--- src/rtl/iir_biquad_seq_pkg.sv ---
// Shared definitions for the serial biquad sequencer: FSM states, mux select codes,
// accumulator width and saturation limits.
package iir_biquad_seq_pkg;

   localparam int N_DEF = 16;
   localparam int F_DEF = 14;

   typedef enum logic [3:0] {
      ST_IDLE,
      ST_LOAD,
      ST_MA1,
      ST_MA2,
      ST_STF,
      ST_MB0,
      ST_MB1,
      ST_MB2,
      ST_OUT
   } state_e;

   // Coefficient selects (controlS)
   localparam logic [2:0] SEL_S_ZERO = 3'd0;
   localparam logic [2:0] SEL_A1     = 3'd1;
   localparam logic [2:0] SEL_A2     = 3'd2;
   localparam logic [2:0] SEL_B0     = 3'd3;
   localparam logic [2:0] SEL_B1     = 3'd4;
   localparam logic [2:0] SEL_B2     = 3'd5;

   // State-word selects (controlC) and input/output selects (controlZ)
   localparam logic [1:0] SEL_C_ZERO = 2'd0;
   localparam logic [1:0] SEL_FK1    = 2'd1;
   localparam logic [1:0] SEL_FK2    = 2'd2;
   localparam logic [1:0] SEL_FK     = 2'd3;
   localparam logic [1:0] SEL_Z_ZERO = 2'd0;
   localparam logic [1:0] SEL_UK     = 2'd1;
   localparam logic [1:0] SEL_YK     = 2'd2;

   function automatic int acc_width(input int n);
      return 2 * n + 2;
   endfunction

   function automatic longint sat_max(input int n);
      return (longint'(1) <<< (n - 1)) - 1;
   endfunction

   function automatic longint sat_min(input int n);
      return -(longint'(1) <<< (n - 1));
   endfunction

endpackage

--- src/rtl/biquad_sat.sv ---
// Shift the accumulator down by F and clamp it to the signed N-bit range.
// Optional macro BIQUAD_ROUND_EN: round half up instead of truncating toward -inf.
module biquad_sat
   import iir_biquad_seq_pkg::*;
#(
   parameter int N = N_DEF,
   parameter int F = F_DEF
) (
   input  logic signed [2*N+1:0] acc_i,
   output logic signed [N-1:0]   sat_o
);

   localparam int AW = acc_width(N);
   localparam logic signed [AW-1:0] SAT_HI = AW'(sat_max(N));
   localparam logic signed [AW-1:0] SAT_LO = AW'(sat_min(N));

   logic signed [AW-1:0] biased;
   logic signed [AW-1:0] shifted;

   always_comb begin
`ifdef BIQUAD_ROUND_EN
      biased = acc_i + (AW'(1) <<< (F - 1));
`else
      biased = acc_i;
`endif
      shifted = biased >>> F;
      if (shifted > SAT_HI)      sat_o = SAT_HI[N-1:0];
      else if (shifted < SAT_LO) sat_o = SAT_LO[N-1:0];
      else                       sat_o = shifted[N-1:0];
   end

endmodule

--- src/rtl/iir_biquad_seq.sv ---
// Nine-cycle serial direct-form-II biquad: drives the coefficient/state mux selects and
// multiply-accumulates the returned words. Optional macro BIQUAD_ROUND_EN (see biquad_sat).
module iir_biquad_seq
   import iir_biquad_seq_pkg::*;
#(
   parameter int N = N_DEF,
   parameter int F = F_DEF
) (
   input  logic                clk,
   input  logic                reset,
   input  logic                in_valid,
   input  logic signed [N-1:0] sample_in,
   output logic                in_ready,
   input  logic signed [N-1:0] muxS,
   input  logic signed [N-1:0] muxC,
   input  logic signed [N-1:0] muxZ,
   output logic [2:0]          controlS,
   output logic [1:0]          controlC,
   output logic [1:0]          controlZ,
   output logic signed [N-1:0] fk,
   output logic signed [N-1:0] fk1,
   output logic signed [N-1:0] fk2,
   output logic signed [N-1:0] Uk,
   output logic signed [N-1:0] yk,
   output logic                y_valid
);

   localparam int AW = acc_width(N);

   state_e state_q, state_d;
   logic signed [AW-1:0]  acc_q, acc_d;
   logic signed [N-1:0]   fk_q, fk_d, fk1_q, fk1_d, fk2_q, fk2_d;
   logic signed [N-1:0]   uk_q, uk_d, yk_q, yk_d;
   logic                  y_valid_q, y_valid_d;
   logic signed [2*N-1:0] prod;
   logic signed [N-1:0]   sat_val;

   assign prod = (2*N)'(muxS) * (2*N)'(muxC);

   // STF and OUT both scale the accumulator as it stands, so one instance serves both.
   biquad_sat #(.N(N), .F(F)) u_sat (
      .acc_i (acc_q),
      .sat_o (sat_val)
   );

   // NOTE: sequential state uses non-blocking assignments so every flop samples pre-edge values.
   always_ff @(posedge clk or negedge reset) begin
      if (!reset) begin
         state_q   <= ST_IDLE;
         acc_q     <= '0;
         fk_q      <= '0;
         fk1_q     <= '0;
         fk2_q     <= '0;
         uk_q      <= '0;
         yk_q      <= '0;
         y_valid_q <= 1'b0;
      end else begin
         state_q   <= state_d;
         acc_q     <= acc_d;
         fk_q      <= fk_d;
         fk1_q     <= fk1_d;
         fk2_q     <= fk2_d;
         uk_q      <= uk_d;
         yk_q      <= yk_d;
         y_valid_q <= y_valid_d;
      end
   end

   always_comb begin
      state_d = state_q;
      case (state_q)
         ST_IDLE: if (in_valid) state_d = ST_LOAD;
         ST_LOAD: state_d = ST_MA1;
         ST_MA1:  state_d = ST_MA2;
         ST_MA2:  state_d = ST_STF;
         ST_STF:  state_d = ST_MB0;
         ST_MB0:  state_d = ST_MB1;
         ST_MB1:  state_d = ST_MB2;
         ST_MB2:  state_d = ST_OUT;
         ST_OUT:  state_d = ST_IDLE;
         default: state_d = ST_IDLE;
      endcase
   end

   // NOTE: every always_comb output gets a default first so no path can infer a latch.
   always_comb begin
      controlS = SEL_S_ZERO;
      controlC = SEL_C_ZERO;
      controlZ = SEL_Z_ZERO;
      in_ready = 1'b0;
      case (state_q)
         ST_IDLE: in_ready = 1'b1;
         ST_LOAD: controlZ = SEL_UK;
         ST_MA1:  begin controlS = SEL_A1; controlC = SEL_FK1; end
         ST_MA2:  begin controlS = SEL_A2; controlC = SEL_FK2; end
         ST_MB0:  begin controlS = SEL_B0; controlC = SEL_FK;  end
         ST_MB1:  begin controlS = SEL_B1; controlC = SEL_FK1; end
         ST_MB2:  begin controlS = SEL_B2; controlC = SEL_FK2; end
         ST_OUT:  controlZ = SEL_YK;
         default: ;
      endcase
   end

   always_comb begin
      acc_d     = acc_q;
      fk_d      = fk_q;
      fk1_d     = fk1_q;
      fk2_d     = fk2_q;
      uk_d      = uk_q;
      yk_d      = yk_q;
      y_valid_d = 1'b0;
      case (state_q)
         ST_IDLE: if (in_valid) uk_d = sample_in;
         ST_LOAD: acc_d = AW'(muxZ) <<< F;
         ST_MA1, ST_MA2, ST_MB1, ST_MB2: acc_d = acc_q + AW'(prod);
         ST_STF:  fk_d = sat_val;
         // The output sum starts fresh; the feedback sum is no longer needed.
         ST_MB0:  acc_d = AW'(prod);
         ST_OUT: begin
            yk_d      = sat_val;
            fk2_d     = fk1_q;
            fk1_d     = fk_q;
            y_valid_d = 1'b1;
         end
         default: ;
      endcase
   end

   assign fk      = fk_q;
   assign fk1     = fk1_q;
   assign fk2     = fk2_q;
   assign Uk      = uk_q;
   assign yk      = yk_q;
   assign y_valid = y_valid_q;

endmodule

--- config.mk ---
export PLATFORM = sky130hd
export DESIGN_NAME = iir_biquad_seq
export DESIGN_NICKNAME = d
export VERILOG_FILES = /design/src/rtl/iir_biquad_seq_pkg.sv /design/src/rtl/biquad_sat.sv /design/src/rtl/iir_biquad_seq.sv
export SDC_FILE = /design/constraint.sdc
export NUM_CORES = 1
export LEC_CHECK = 0
export BUFFER_PORTS_ARGS = -buffer_cell sky130_fd_sc_hd__buf_2
export CAP_MARGIN = 30
export CORE_ASPECT_RATIO = 1.1
export CORE_MARGIN = 2
export CORE_UTILIZATION = 40
export DETAILED_ROUTE_END_ITERATION = 8
export PLACE_DENSITY = 0.56
export SYNTH_ARGS = -nofsm -noshare
export SYNTH_HDL_FRONTEND = slang
export SYNTH_SLANG_ARGS = --single-unit
--- constraint.sdc ---
create_clock -name clk -period 4.7 [get_ports clk]
set_input_delay 0.705 -clock clk [delete_from_list [all_inputs] [get_ports clk]]
set_output_delay 0.705 -clock clk [all_outputs]
set_load 0.01 [all_outputs]
==> run summary <==
STA puts the critical path data required time at 4990 ps. The clock slew seen by the registers of the worst setup and hold paths is 60 ps, and the number of enable-type register cells in the synthesized netlist is 0. The die is 197 µm wide. Summed over all nets, the half-perimeter wirelength after detailed placement is 36,000 µm. The detail route stage leaves a number of antenna-violating nets equal to 0. The tool flagged a number of max-cap violations equal to 0.

For this run, design rule violations remaining after detail routing come to 0. In the global route stage, overall resource usage came out at 21.0%. The largest net degree at the start of global routing is 47, and the height of the chip is 216 µm.

The maximum fanout along the worst path works out to 7. For the worst flop-to-flop path, the logic depth is 7. The most frequent cell on the critical path was sky130_fd_sc_hd__fa_1. The clock tree synthesis step divided the H-tree into 4 levels. For the pin with the worst max-slew slack, the measured transition is 975 ps. The worst setup path is of the input port to register kind.

In the final layout, the share of cells above drive strength 1 is 34.0%. TritonCTS built the clock tree. In this run the register-to-register setup slack is 1770 ps. The tools report the category of the worst setup path launch point as an input port. The share of the clock period used by the worst path after layout is 160%. The count of input and output buffers is 155. The tools report the last element of the critical path as acc_q[33]$_DFFE_PN0P_. Sequential cells were found to cover 18.2% of the synthesized design area. At the later pin of the worst-skew pair, clock insertion delay measures 430 ps.

Launching instance or port of the critical path: muxC[4]. The synthesized net count came out at 2,268. The tree is rooted in a sky130_fd_sc_hd__clkbuf_16. The endpoint identified for the worst register-to-register timing path is acc_q[33]$_DFFE_PN0P_. The register bit count reported by yosys came out at 119. The run gives 0 as the max-slew violation count. The run finished, with violations left.

For the number of CTS-inserted buffers, the log shows 17. The final number of hold-violating endpoints came out at 0. For the buffer levels on the longest clock path, the log shows 2. The utilization after layout came out at 55.8%. The slowest stage of the critical path belongs to the cell sky130_fd_sc_hd__fa_1.

The cell area after layout is 0.0225 mm², and the instance area after placement is 0.0201 mm². For this configuration, the core starts out at a cell density of 40.6%. The first global-routing pass estimated 72,800 µm of wire. 156 I/O pins were placed. The cell count after synthesis came out at 1,822. For the final database, setup skew stands at 10.7 ps.

The final weighted congestion of routability-driven global placement is 0.875, and the average vias per placed instance is 4.92. Setup repair after global routing could not meet its margin everywhere. During synthesis, Yosys emitted a total of 0 warnings. The largest single stage delay on the critical path is 540 ps. The startpoint identified for the worst register-to-register timing path is state_q[1]$_DFFE_PN0P_. The type of the tightest min-delay check is input port to async pin. After synthesis, the share of flip-flops with an asynchronous set or reset is 100%. Counting the fill cells in the layout gives 3,627.

For this block, the routed nets add up to 44,500 µm of wire. The initialized floorplan defines 77 standard-cell rows. Area growth from synthesis to layout: 37.3%. The normalized max-slew margin was 34.9%.

After the first detailed-routing iteration, the DRC count stood at 519. For the achievable frequency, the log shows 133 MHz. The checks that failed: setup timing. The most used flip-flop cell after synthesis is sky130_fd_sc_hd__dfrtp_1. The tools report the overflow left after global routing as 0. The average detailed-routed wire length per instance was 15.9 µm. The final worst setup slack was -2800 ps; the layout net count was 2,711. Iteration count of the initial detailed-routing pass: 5. Summing every instance area after synthesis gives 0.0164 mm². The number of global-route vias before repair is 14,400.

The full die area was 0.0426 mm²; the per-instance average area after synthesis was 8.98 µm². Summing over every cut layer, the via total after detailed routing is 13,700. The clock sink count was 119.

The initial antenna violation count was 0; the number of endpoints failing setup at the final stage was 27. At the worst endpoint, the arrival time is 7790 ps. The placeable core region is 0.0403 mm². The type of destination of the critical path was a register. The clock period minus worst slack is 7500 ps, and the unique cell type count in the Yosys netlist is 62.
cells in the mapped netlist, drive strengths merged (3+ instances only):
master	number	area, µm²
and3b	3	26.3
nor3	14	70.1
mux2i	3	30.0
o311ai	3	26.3
o211ai	5	37.5
a21oi	65	325
nor2	59	221
and2	118	738
xor2	16	140
inv	317	1190
a21boi	6	45.0
nand4	8	50.1
o31ai	7	52.6
nand2b	21	131
and4	3	26.3
dfrtp	119	2980
fa	263	5270
o21ai	96	480
or3	10	62.6
buf	4	22.5
xnor2	40	350
ha	116	1450
a221oi	15	131
mux2	17	195
a21o	28	210
and3	9	61.3
nor2b	7	43.8
a22oi	11	82.6
nand2	297	1110
a31oi	8	50.1
o2111ai	5	43.8
o21bai	3	22.5
clkbuf	65	244
a211oi	8	60.1
nand3	12	60.1
or2	7	43.8
o21a	9	67.6
cells in the final DEF, fill, tap and decap left out, types with 6 or more instances in the layout:
master / netlist / routed
sky130_fd_sc_hd__inv_1: 317 / 293
sky130_fd_sc_hd__buf_4: 0 / 293
sky130_fd_sc_hd__nand2_1: 297 / 283
sky130_fd_sc_hd__fa_1: 263 / 250
sky130_fd_sc_hd__buf_2: 0 / 133
sky130_fd_sc_hd__dfrtp_1: 119 / 119
sky130_fd_sc_hd__and2_1: 118 / 97
sky130_fd_sc_hd__ha_1: 116 / 78
sky130_fd_sc_hd__o21ai_0: 93 / 67
sky130_fd_sc_hd__nor2_1: 59 / 53
sky130_fd_sc_hd__buf_6: 1 / 49
sky130_fd_sc_hd__a21oi_1: 65 / 37
sky130_fd_sc_hd__ha_4: 0 / 35
sky130_fd_sc_hd__a21o_1: 28 / 28
sky130_fd_sc_hd__xnor2_1: 40 / 28
sky130_fd_sc_hd__inv_2: 0 / 23
sky130_fd_sc_hd__a21oi_2: 0 / 23
sky130_fd_sc_hd__and2_4: 0 / 21
sky130_fd_sc_hd__nand2b_1: 21 / 20
sky130_fd_sc_hd__clkbuf_16: 0 / 19
sky130_fd_sc_hd__o21ai_1: 3 / 18
sky130_fd_sc_hd__mux2_2: 16 / 16
sky130_fd_sc_hd__xor2_1: 16 / 13
sky130_fd_sc_hd__fa_2: 0 / 13
sky130_fd_sc_hd__nand2_2: 0 / 11
sky130_fd_sc_hd__nor3_1: 14 / 11
sky130_fd_sc_hd__xnor2_2: 0 / 11
sky130_fd_sc_hd__a22oi_1: 11 / 11
sky130_fd_sc_hd__a221oi_1: 15 / 10
sky130_fd_sc_hd__buf_12: 0 / 10
sky130_fd_sc_hd__o21ai_2: 0 / 9
sky130_fd_sc_hd__o21a_1: 9 / 8
sky130_fd_sc_hd__nand4_1: 8 / 8
sky130_fd_sc_hd__nand3_1: 12 / 7
sky130_fd_sc_hd__or3_1: 10 / 6
sky130_fd_sc_hd__nor2b_1: 7 / 6
flip-flops by register name (all words and copies together), names as in the netlist:
signal and cells:
fk 16, Uk 16, fk1 16, y_valid 1, state_q 4, acc_q 34
yk 16, fk2 16
through the flow:
| stage | TNS [ps] | hold WS, ps | setup WS [ps] | cells |
|---|---|---|---|---|
| after floorplan | -51480 | 409 | -3020 | 1822 |
| after global placement | -69170 | 452 | -3370 | 2703 |
| after detailed placement | -71530 | 457 | -3540 | 2704 |
| after CTS | -51380 | 313 | -2800 | 2763 |
| after global routing | -59610 | 342 | -3030 | 2791 |
| final | -52870 | 303 | -2800 | 2792 |
per-layer routing:
layer	track usage, %	share of wire, %	vias up
met5	0	0	-
met4	4.31	1.4	0
met2	37.2	50	296
met1	27.9	45	6785
li1	-	-	6629
met3	2.38	3.7	38
area by class of cell:
class	instances	area, µm²	area share (%)
Antenna cell	1	2.50	0.0111
Clock buffer	18	439	1.95
Clock inverter	14	166	0.741
Inverter	317	1190	5.31
Multi-Input combinational cell	1317	13300	59.2
Sequential cell	119	2980	13.3
Tap cell	513	642	2.86
Timing Repair Buffer	493	3740	16.7
critical path, delay by kind of cell:
| kind | cells | cell delay [ps] |
|---|---|---|
| compound gates | 7 | 1080 |
| fa+ha+maj | 8 | 3520 |
| buf+inv | 7 | 600 |
| simple gates | 8 | 1560 |
| mux | 1 | 310 |
worst min-delay path by stage:
stage                                 to  cells past startpoint
finish              acc_q[3]$_DFFE_PN0P_                      1
global route        acc_q[8]$_DFFE_PN0P_                      1
CTS                 acc_q[3]$_DFFE_PN0P_                      1
detailed placement    fk2[4]$_DFFE_PN0P_                      2
global placement      fk2[0]$_DFFE_PN0P_                      2
floorplan              Uk[0]$_DFFE_PN0P_                      0
repair_timing:
item / 4_1_cts / 5_1_grt
setup endpoints to repair: 27 / 27
setup buffers: 29 / 27
hold buffers: 0 / 0
hold endpoints to repair: 0 / 0
gates cloned: 0 / 2
gates resized for setup: 165 / 115
pin swaps: 129 / 97
cells by family after synthesis:
logic type | after synthesis | share of synthesized area, %
AOI/OAI and AO/OA | 285 | 10.9
adders and majority gates | 379 | 41.0
muxes | 20 | 1.38
buffers and inverters | 386 | 8.90
and+or+nand+nor | 577 | 16.6
DFF | 119 | 18.2
xor gates and xnor gates | 56 | 3.00
Power is not shown: default switching activity piles up to over one toggle a cycle in this logic, so the estimate is an artifact.
